### config.mk
export PLATFORM = sky130hd
export DESIGN_NAME = quad_wheel_gen
export DESIGN_NICKNAME = d
export VERILOG_FILES = /design/src/rtl/quad_wheel_gen_pkg.sv /design/src/rtl/quad_wheel_gen_step_timer.sv /design/src/rtl/quad_wheel_gen.sv
export SDC_FILE = /design/constraint.sdc
export NUM_CORES = 1
export LEC_CHECK = 0
export ABC_AREA = 1
export BUFFER_PORTS_ARGS = -buffer_cell sky130_fd_sc_hd__buf_2
export CELL_PAD_IN_SITES_DETAIL_PLACEMENT = 0
export CELL_PAD_IN_SITES_GLOBAL_PLACEMENT = 1
export CORE_MARGIN = 1.5
export CORE_UTILIZATION = 42
export CTS_CLUSTER_SIZE = 20
export DETAILED_ROUTE_END_ITERATION = 7
export PLACE_DENSITY = 0.8
export SLEW_MARGIN = 10
export SYNTH_ARGS = -nofsm -noshare
export SYNTH_HDL_FRONTEND = slang
export SYNTH_SLANG_ARGS = --single-unit
### constraint.sdc
create_clock -name clk -period 2.88 [get_ports clk]
set_input_delay 0.864 -clock clk [delete_from_list [all_inputs] [get_ports clk]]
set_output_delay 0.864 -clock clk [all_outputs]
set_load 0.01 [all_outputs]
### src/rtl/quad_wheel_gen_pkg.sv
`default_nettype none
// +----------------------------------------------------------------------+
// | Module  : quad_wheel_gen_pkg                                         |
// | Brief   : Shared FSM states, phase table and defaults for the        |
// |           quadrature wheel-encoder emulator.                         |
// | Revision: 1.0 - initial release                                      |
// +----------------------------------------------------------------------+
package quad_wheel_gen_pkg;

    // Must stay above the receiver's 1000-clock debounce window.
    localparam int unsigned MIN_PERIOD_DEFAULT = 1024;

    typedef enum logic [1:0] {
        ST_IDLE   = 2'd0,
        ST_RUN    = 2'd1,
        ST_FINISH = 2'd2
    } state_t;

    // Forward walks {A,B} 11->01->00->10->11; backward is the exact reverse.
    function automatic logic [1:0] next_phase(input logic [1:0] phase,
                                              input logic       fwd);
        logic [1:0] nxt;
        nxt = phase;
        if (fwd) begin
            case (phase)
                2'b11:   nxt = 2'b01;
                2'b01:   nxt = 2'b00;
                2'b00:   nxt = 2'b10;
                default: nxt = 2'b11;
            endcase
        end else begin
            case (phase)
                2'b11:   nxt = 2'b10;
                2'b10:   nxt = 2'b00;
                2'b00:   nxt = 2'b01;
                default: nxt = 2'b11;
            endcase
        end
        return nxt;
    endfunction

endpackage
`default_nettype wire

### src/rtl/quad_wheel_gen_step_timer.sv
`default_nettype none
// +----------------------------------------------------------------------+
// | Module  : quad_step_timer                                            |
// | Brief   : Reloadable period down-counter with minimum-period clamp;  |
// |           one-cycle tick per elapsed period while running.           |
// | Revision: 1.0 - initial release                                      |
// +----------------------------------------------------------------------+
module quad_step_timer
    import quad_wheel_gen_pkg::*;
#(
    parameter int unsigned MIN_PERIOD = MIN_PERIOD_DEFAULT,
    parameter int unsigned PERIOD_W   = 16
) (
    input  logic                clk,
    input  logic                rst,
    input  logic                load,
    input  logic [PERIOD_W-1:0] period_in,
    input  logic                run,
    output logic                tick
);

    localparam logic [PERIOD_W-1:0] MIN_P = PERIOD_W'(MIN_PERIOD);

    logic [PERIOD_W-1:0] period_q;
    logic [PERIOD_W-1:0] count;
    logic [PERIOD_W-1:0] period_clamped;

    assign period_clamped = (period_in < MIN_P) ? MIN_P : period_in;

    // Loading period-1 makes the tick land exactly period cycles after load.
    assign tick = run && (count == '0);

    always_ff @(posedge clk) begin
        if (rst) begin
            period_q <= MIN_P;
            count    <= '0;
        end else if (load) begin
            period_q <= period_clamped;
            count    <= period_clamped - 1'b1;
        end else if (run) begin
            if (count == '0) begin
                count <= period_q - 1'b1;
            end else begin
                count <= count - 1'b1;
            end
        end
    end

endmodule
`default_nettype wire

### src/rtl/quad_wheel_gen.sv
`default_nettype none
// +----------------------------------------------------------------------+
// | Module  : quad_wheel_gen                                             |
// | Brief   : Quadrature wheel-encoder emulator: executes move commands  |
// |           as A/B edge trains and tracks a signed edge position.      |
// | Revision: 1.0 - initial release                                      |
// +----------------------------------------------------------------------+
module quad_wheel_gen
    import quad_wheel_gen_pkg::*;
#(
    parameter int unsigned MIN_PERIOD = MIN_PERIOD_DEFAULT,
    parameter int unsigned PERIOD_W   = 16,
    parameter int unsigned STEPS_W    = 16
) (
    input  logic                clk,
    input  logic                rst,
    input  logic                i_cmd_valid,
    output logic                o_cmd_ready,
    input  logic                i_cmd_dir,
    input  logic [STEPS_W-1:0]  i_cmd_steps,
    input  logic [PERIOD_W-1:0] i_cmd_period,
    input  logic                i_abort,
    output logic                o_ch_a,
    output logic                o_ch_b,
    output logic                o_busy,
    output logic                o_done,
    output logic [31:0]         o_position
);

    state_t              state;
    state_t              state_next;
    logic                dir_q;
    logic                continuous;
    logic [STEPS_W-1:0]  steps_left;
    logic [1:0]          phase;
    logic [31:0]         position;

    logic                accept;
    logic                cmd_ready;
    logic                busy;
    logic                done;
    logic                running;
    logic                edge_fire;
    logic                last_edge;

    assign running   = (state == ST_RUN);
    assign last_edge = !continuous && (steps_left == STEPS_W'(1));

    quad_step_timer #(
        .MIN_PERIOD (MIN_PERIOD),
        .PERIOD_W   (PERIOD_W)
    ) u_timer (
        .clk       (clk),
        .rst       (rst),
        .load      (accept),
        .period_in (i_cmd_period),
        .run       (running),
        .tick      (edge_fire)
    );

    always_ff @(posedge clk) begin
        if (rst) begin
            state <= ST_IDLE;
        end else begin
            state <= state_next;
        end
    end

    // An edge due in the same cycle as abort still fires; abort only blocks later edges.
    always_comb begin
        state_next = state;
        cmd_ready  = 1'b0;
        busy       = 1'b0;
        done       = 1'b0;
        accept     = 1'b0;
        case (state)
            ST_IDLE: begin
                cmd_ready = 1'b1;
                if (i_cmd_valid) begin
                    accept     = 1'b1;
                    state_next = ST_RUN;
                end
            end
            ST_RUN: begin
                busy = 1'b1;
                if (i_abort || (edge_fire && last_edge)) begin
                    state_next = ST_FINISH;
                end
            end
            ST_FINISH: begin
                busy       = 1'b1;
                done       = 1'b1;
                state_next = ST_IDLE;
            end
            default: begin
                state_next = ST_IDLE;
            end
        endcase
    end

    always_ff @(posedge clk) begin
        if (rst) begin
            dir_q      <= 1'b0;
            continuous <= 1'b0;
            steps_left <= '0;
            phase      <= 2'b00;
            position   <= 32'd0;
        end else begin
            if (accept) begin
                dir_q      <= i_cmd_dir;
                steps_left <= i_cmd_steps;
                continuous <= (i_cmd_steps == '0);
            end
            // Phase persists across moves so consecutive moves stay continuous.
            if (edge_fire) begin
                phase <= next_phase(phase, dir_q);
                if (dir_q) begin
                    position <= position + 32'd1;
                end else begin
                    position <= position - 32'd1;
                end
                if (!continuous) begin
                    steps_left <= steps_left - 1'b1;
                end
            end
        end
    end

    assign o_cmd_ready = cmd_ready;
    assign o_busy      = busy;
    assign o_done      = done;
    assign o_ch_a      = phase[1];
    assign o_ch_b      = phase[0];
    assign o_position  = position;

endmodule
`default_nettype wire

# Word-level counts from Yosys, hierarchy flattened
# Index checks and enable logic that the tools add are counted.
# word_totals
in_bits	37
register_bits	86
out_inout_bits	37
wordCells	54
# op_classes
reduce_logical	12
order_cmp	1
addsub	6
muxes	19
eq_ne	8
# op_table
operator	n
$mux 16	7
$sub 16x1->16 const B	4
$add 32x1->32 const B	1
$logic_not 16->1	2
$mux 32	1
$sub 32x1->32 const B	1
$eq 16x1->1 const B	1
$lt 16x11->1 const B	1
$pmux 2 s3	2
$eq 2x2->1 const B	3
$mux 2	3
$mux 1	5
$eq 2x1->1 const B	2
$logic_not 2->1	2
$ne 2x2->1 const B	2
$pmux 2 s2	1
$logic_and 1x1->1	3
$reduce_and 2->1	1
$reduce_bool 2->1	1
$reduce_or 2->1	1
$logic_not 1->1	1
$logic_or 1x1->1	1

# Logic depth before layout (Yosys ltp)
# logic_depth
depth_word	6
ltp_mapped	18

# Hierarchy
# A second synthesis with hierarchy kept.
# unflattened
cells_unflattened	1236
hier_area_um2	7189.4
# modules_own_cells
mod	cells_each	area_per_inst_um2	instances	seq_area_each_um2
quad_wheel_gen	899	5028.6	1	1081.0
quad_step_timer	337	2160.8	1	640.6

# Worst setup path before layout
# No wires, ideal clock.
# synth_path
path_kind	input port to flip-flop
start	input port i_cmd_valid
end	register u_timer.count[12]
t_required_ps	2771
stages	15
arrival_time_ps	2415
slack_ps	356
cell_sequence	nand2_1 -> inv_2 -> nand3_1 -> inv_1 -> a21oi_1 -> ha_1 -> inv_1 -> nor2_1 -> nand2_1 -> nor2_4 -> nand2_1 -> nand2_1 -> nand3_1 -> nand2_1 -> inv_1
# synth_between
elab_chain_cells	3
# synth_rtl
item	line	source
from (decl)	quad_wheel_gen.sv:17	input logic i_cmd_valid,
$mux 1 (*)	quad_wheel_gen.sv:79	if (i_cmd_valid) begin
$mux 1 (*)	quad_wheel_gen.sv:76	case (state)
$mux 16 / $reduce_bool 2->1 (equally long branches)	--	
to (signal assigned)	quad_wheel_gen_step_timer.sv:39	count <= period_clamped - 1'b1;
to (signal assigned)	quad_wheel_gen_step_timer.sv:42	count <= period_q - 1'b1;
to (signal assigned)	quad_wheel_gen_step_timer.sv:44	count <= count - 1'b1;
to (decl)	quad_wheel_gen_step_timer.sv:25	logic [PERIOD_W-1:0] count;
# Every way passes the cells marked *; elsewhere a longest branch is shown, timed or not.
# A chain may end at the register's enable or synchronous reset.

# Worst setup path in the final report
# layout_path
start	register dir_q
end	register position[20] (netlist: o_position[20])
# layout_between
elab_chain_cells	1
# layout_rtl
item	line	source
from (decl)	quad_wheel_gen.sv:32	logic dir_q;
from (signal assigned)	quad_wheel_gen.sv:110	dir_q <= i_cmd_dir;
$mux 32	quad_wheel_gen.sv:117	if (dir_q) begin
to (signal assigned)	quad_wheel_gen.sv:118	position <= position + 32'd1;
to (signal assigned)	quad_wheel_gen.sv:120	position <= position - 32'd1;
to (decl)	quad_wheel_gen.sv:36	logic [31:0] position;
# No other way between the ends.

==> impl_metrics.json <==
{
  "ant_nets": 0,
  "ys_types": 43,
  "die_area_mm2": 0.0160,
  "synth_top_area_share_pct": 26.9,
  "hold_path_class": "register to register",
  "slew_violations": 0,
  "grt_start_max_net_pins": 57,
  "synth_area_leaders": "dfxtp_1, nand2_1, inv_1",
  "area_delta_synth_final_pct": 14.8,
  "dp_hpwl_um": 12900,
  "yosysWarnings": 0,
  "routed_wl_um": 16800,
  "status": "finished, final reports clean",
  "cts.sink_count": 86,
  "initial_core_util_pct": 43.6,
  "synth_enable_flop_cells": 0,
  "drt_iter0_drc": 341,
  "end_kind": "register",
  "core-area_mm2": 0.0147,
  "setup_viol": 0,
  "ctsHoldBuffers": 0,
  "ys_ff_latch": 86,
  "yosysTopAreaCell": "dfxtp_1",
  "critPathLaunchType": "register",
  "grt_pass1_wl_um": 28000,
  "syn_area_mm2": 0.00641,
  "worstPathArrival_ps": 2720,
  "io-pin-count": 74,
  "cts_tree": "built",
  "path_clk_slew_ps": 70,
  "n_antenna_cell": 0,
  "tightestPinTransition_ps": 599,
  "antenna_found_initial": 0,
  "cellPowerDensity_mw_per_mm2": 803,
  "nets": 1152,
  "whs_ps": 459,
  "timing.fmax_mhz": 406,
  "cap_violations": 0,
  "finalClockSkew_ps": 9.86,
  "clock_latency_ps": 350,
  "final_cell_mix": "nand2_1, inv_1, nor2_1",
  "crit_path_max_fanout": 31,
  "die_h_um": 127,
  "power_leakage_nw": 3.85,
  "final_hold_viol_count": 0,
  "postPlaceCellArea_mm2": 0.00704,
  "numCtsBuffers": 9,
  "path_delay_family": "compound AO/OA/AOI/OAI gates",
  "fin_area_mm2": 0.00736,
  "grt_pass1_vias": 5771,
  "drive_gt1_share_pct": 13.5,
  "syn_avg_cell_area_um2": 6.40,
  "vdd_ir_drop_max_mv": 0.414,
  "drc": 0,
  "required_ps": 3140,
  "cp_slowest_cell": "fa_1",
  "maxSlewHeadroom_pct": 59.7,
  "clockRootBuffer": "clkbuf_16",
  "clockBufferDepth": 2,
  "post-route-period-util_pct": 85.5,
  "io_buffer_count": 73,
  "mostFrequentLayoutCell": "nand2_1",
  "seq_area_frac_synth_pct": 26.9,
  "wl_per_cell_um": 13.3,
  "via_per_inst": 5.01,
  "syn_inst": 1002,
  "cts_setup_buffers": 0,
  "crit_path_max_incr_delay_ps": 410,
  "place.gp.congestion": 0.885,
  "rsz0062_at_grt": "no",
  "cts_resized": 0,
  "totalPowerFinal_w": 0.00591,
  "grt_overflow": 0,
  "ys_async_sr_fraction_pct": 0,
  "vias": 6341,
  "drt_pass1_iterations": 4,
  "synth_nets": 1077,
  "num_rows": 44,
  "htreeDepth": 3,
  "crit_type": "register to register",
  "grt.total_usage_pct": 21.5,
  "path_cells": "inv_1 -> buf_12 -> fa_1 -> a21oi_1 -> o21ai_1 -> buf_4 -> a21oi_1 -> o21bai_1 -> nand2_1 -> nand2_1 -> a21oi_1 -> o21ai_0 -> nand2_1 -> inv_1",
  "synthFlopType": "dfxtp_1",
  "die_w_um": 127,
  "path_buf_inv": 4,
  "post-route-min-period_ps": 2460
}
-- state kept, by name (all words and copies together) (netlist names) --
| signal | cells |
|---|---|
| u_timer.period_q | 16 |
| phase | 2 |
| dir_q | 1 |
| state | 2 |
| continuous | 1 |
| o_position | 32 |
| u_timer.count | 16 |
| steps_left | 16 |
-- stage by stage --
stage          utilization (%)  cells  setup slack (ps)  TNS, ps
2_1_floorplan                -   1002               356        0
3_3_place_gp              47.9   1248              4.70        0
3_5_place_dp              47.9   1248             -52.7     -100
4_1_cts                   50.0   1263               324        0
5_1_grt                   50.1   1265               126        0
6_report                  50.1   1265               418        0
-- power by group --
| part | leakage [nW] | total (W) | internal, W | switching, W |
|---|---|---|---|---|
| registers | 0.702 | 0.00154 | 0.00139 | 0.000149 |
| clock network | 0.152 | 0.00125 | 0.000751 | 0.000494 |
| logic | 3.00 | 0.00312 | 0.00108 | 0.00204 |
-- area by class of cell --
type,count,area [um2]
clock inverter,5,75.1
inverter,143,537
clock buffer,10,229
timing repair buffer,96,576
sequential,86,1720
tap,184,230
multi-input combinational,741,3990
fill,1569,7340
-- Yosys cell counts, types with 5 or more instances --
cell type  count
dfxtp_1       86
nand2_1      219
nand3_1       74
xnor2_1        8
nand2_2        8
nor2_4         8
nand4_1       11
or2_2          8
nand3b_1      11
o21bai_1      11
a21oi_1       81
o21a_1        13
xor2_1        14
nor3_1        10
a31oi_1       15
o211ai_1       8
a211oi_1       5
buf_2         13
inv_1        139
o21ai_0       80
nor4_1         5
nor2_1        94
clkbuf_1      13
ha_1          37
nor2_2         5
-- metal layers --
| metal | vias to the layer above | track usage (%) | wire (um) |
|---|---|---|---|
| met1 | 2798 | 27.9 | 8200 |
| met4 | 0 | 4.60 | 162 |
| li1 | 3437 | - | - |
| met2 | 94 | 37.2 | 7820 |
| met3 | 12 | 3.96 | 587 |
| met5 | - | 0 | 0 |
-- cell families after synthesis --
kind of cell	after synthesis	synth area share, %
and+or+nand+nor	457	31.9
AOI/OAI and AO/OA	224	19.8
buffers and inverters	175	10.9
DFF	86	26.9
adders and majority gates	38	7.53
xor gates and xnor gates	22	3.01
-- worst paths after layout --
| check | from | to | slack (ps) | depth (start not counted) |
|---|---|---|---|---|
| setup / recovery | dir_q | o_position[20] | 420 | 14 |
| hold / removal | u_timer.period_q[11] | u_timer.period_q[11] | 460 | 2 |
| setup reg to reg | dir_q | o_position[20] | 420 | 14 |
| hold reg to reg | u_timer.period_q[11] | u_timer.period_q[11] | 460 | 2 |
-- worst reg2reg max path, delay by kind of cell, from the launching register on --
family | cells | cell delay, ps
DFF | 1 | 320
and+or+nand+nor | 3 | 240
buffers and inverters | 4 | 430
AOI/OAI and AO/OA | 6 | 950
adders and majority gates | 1 | 420
No activity file was read; power rests on OpenSTA's default activity.
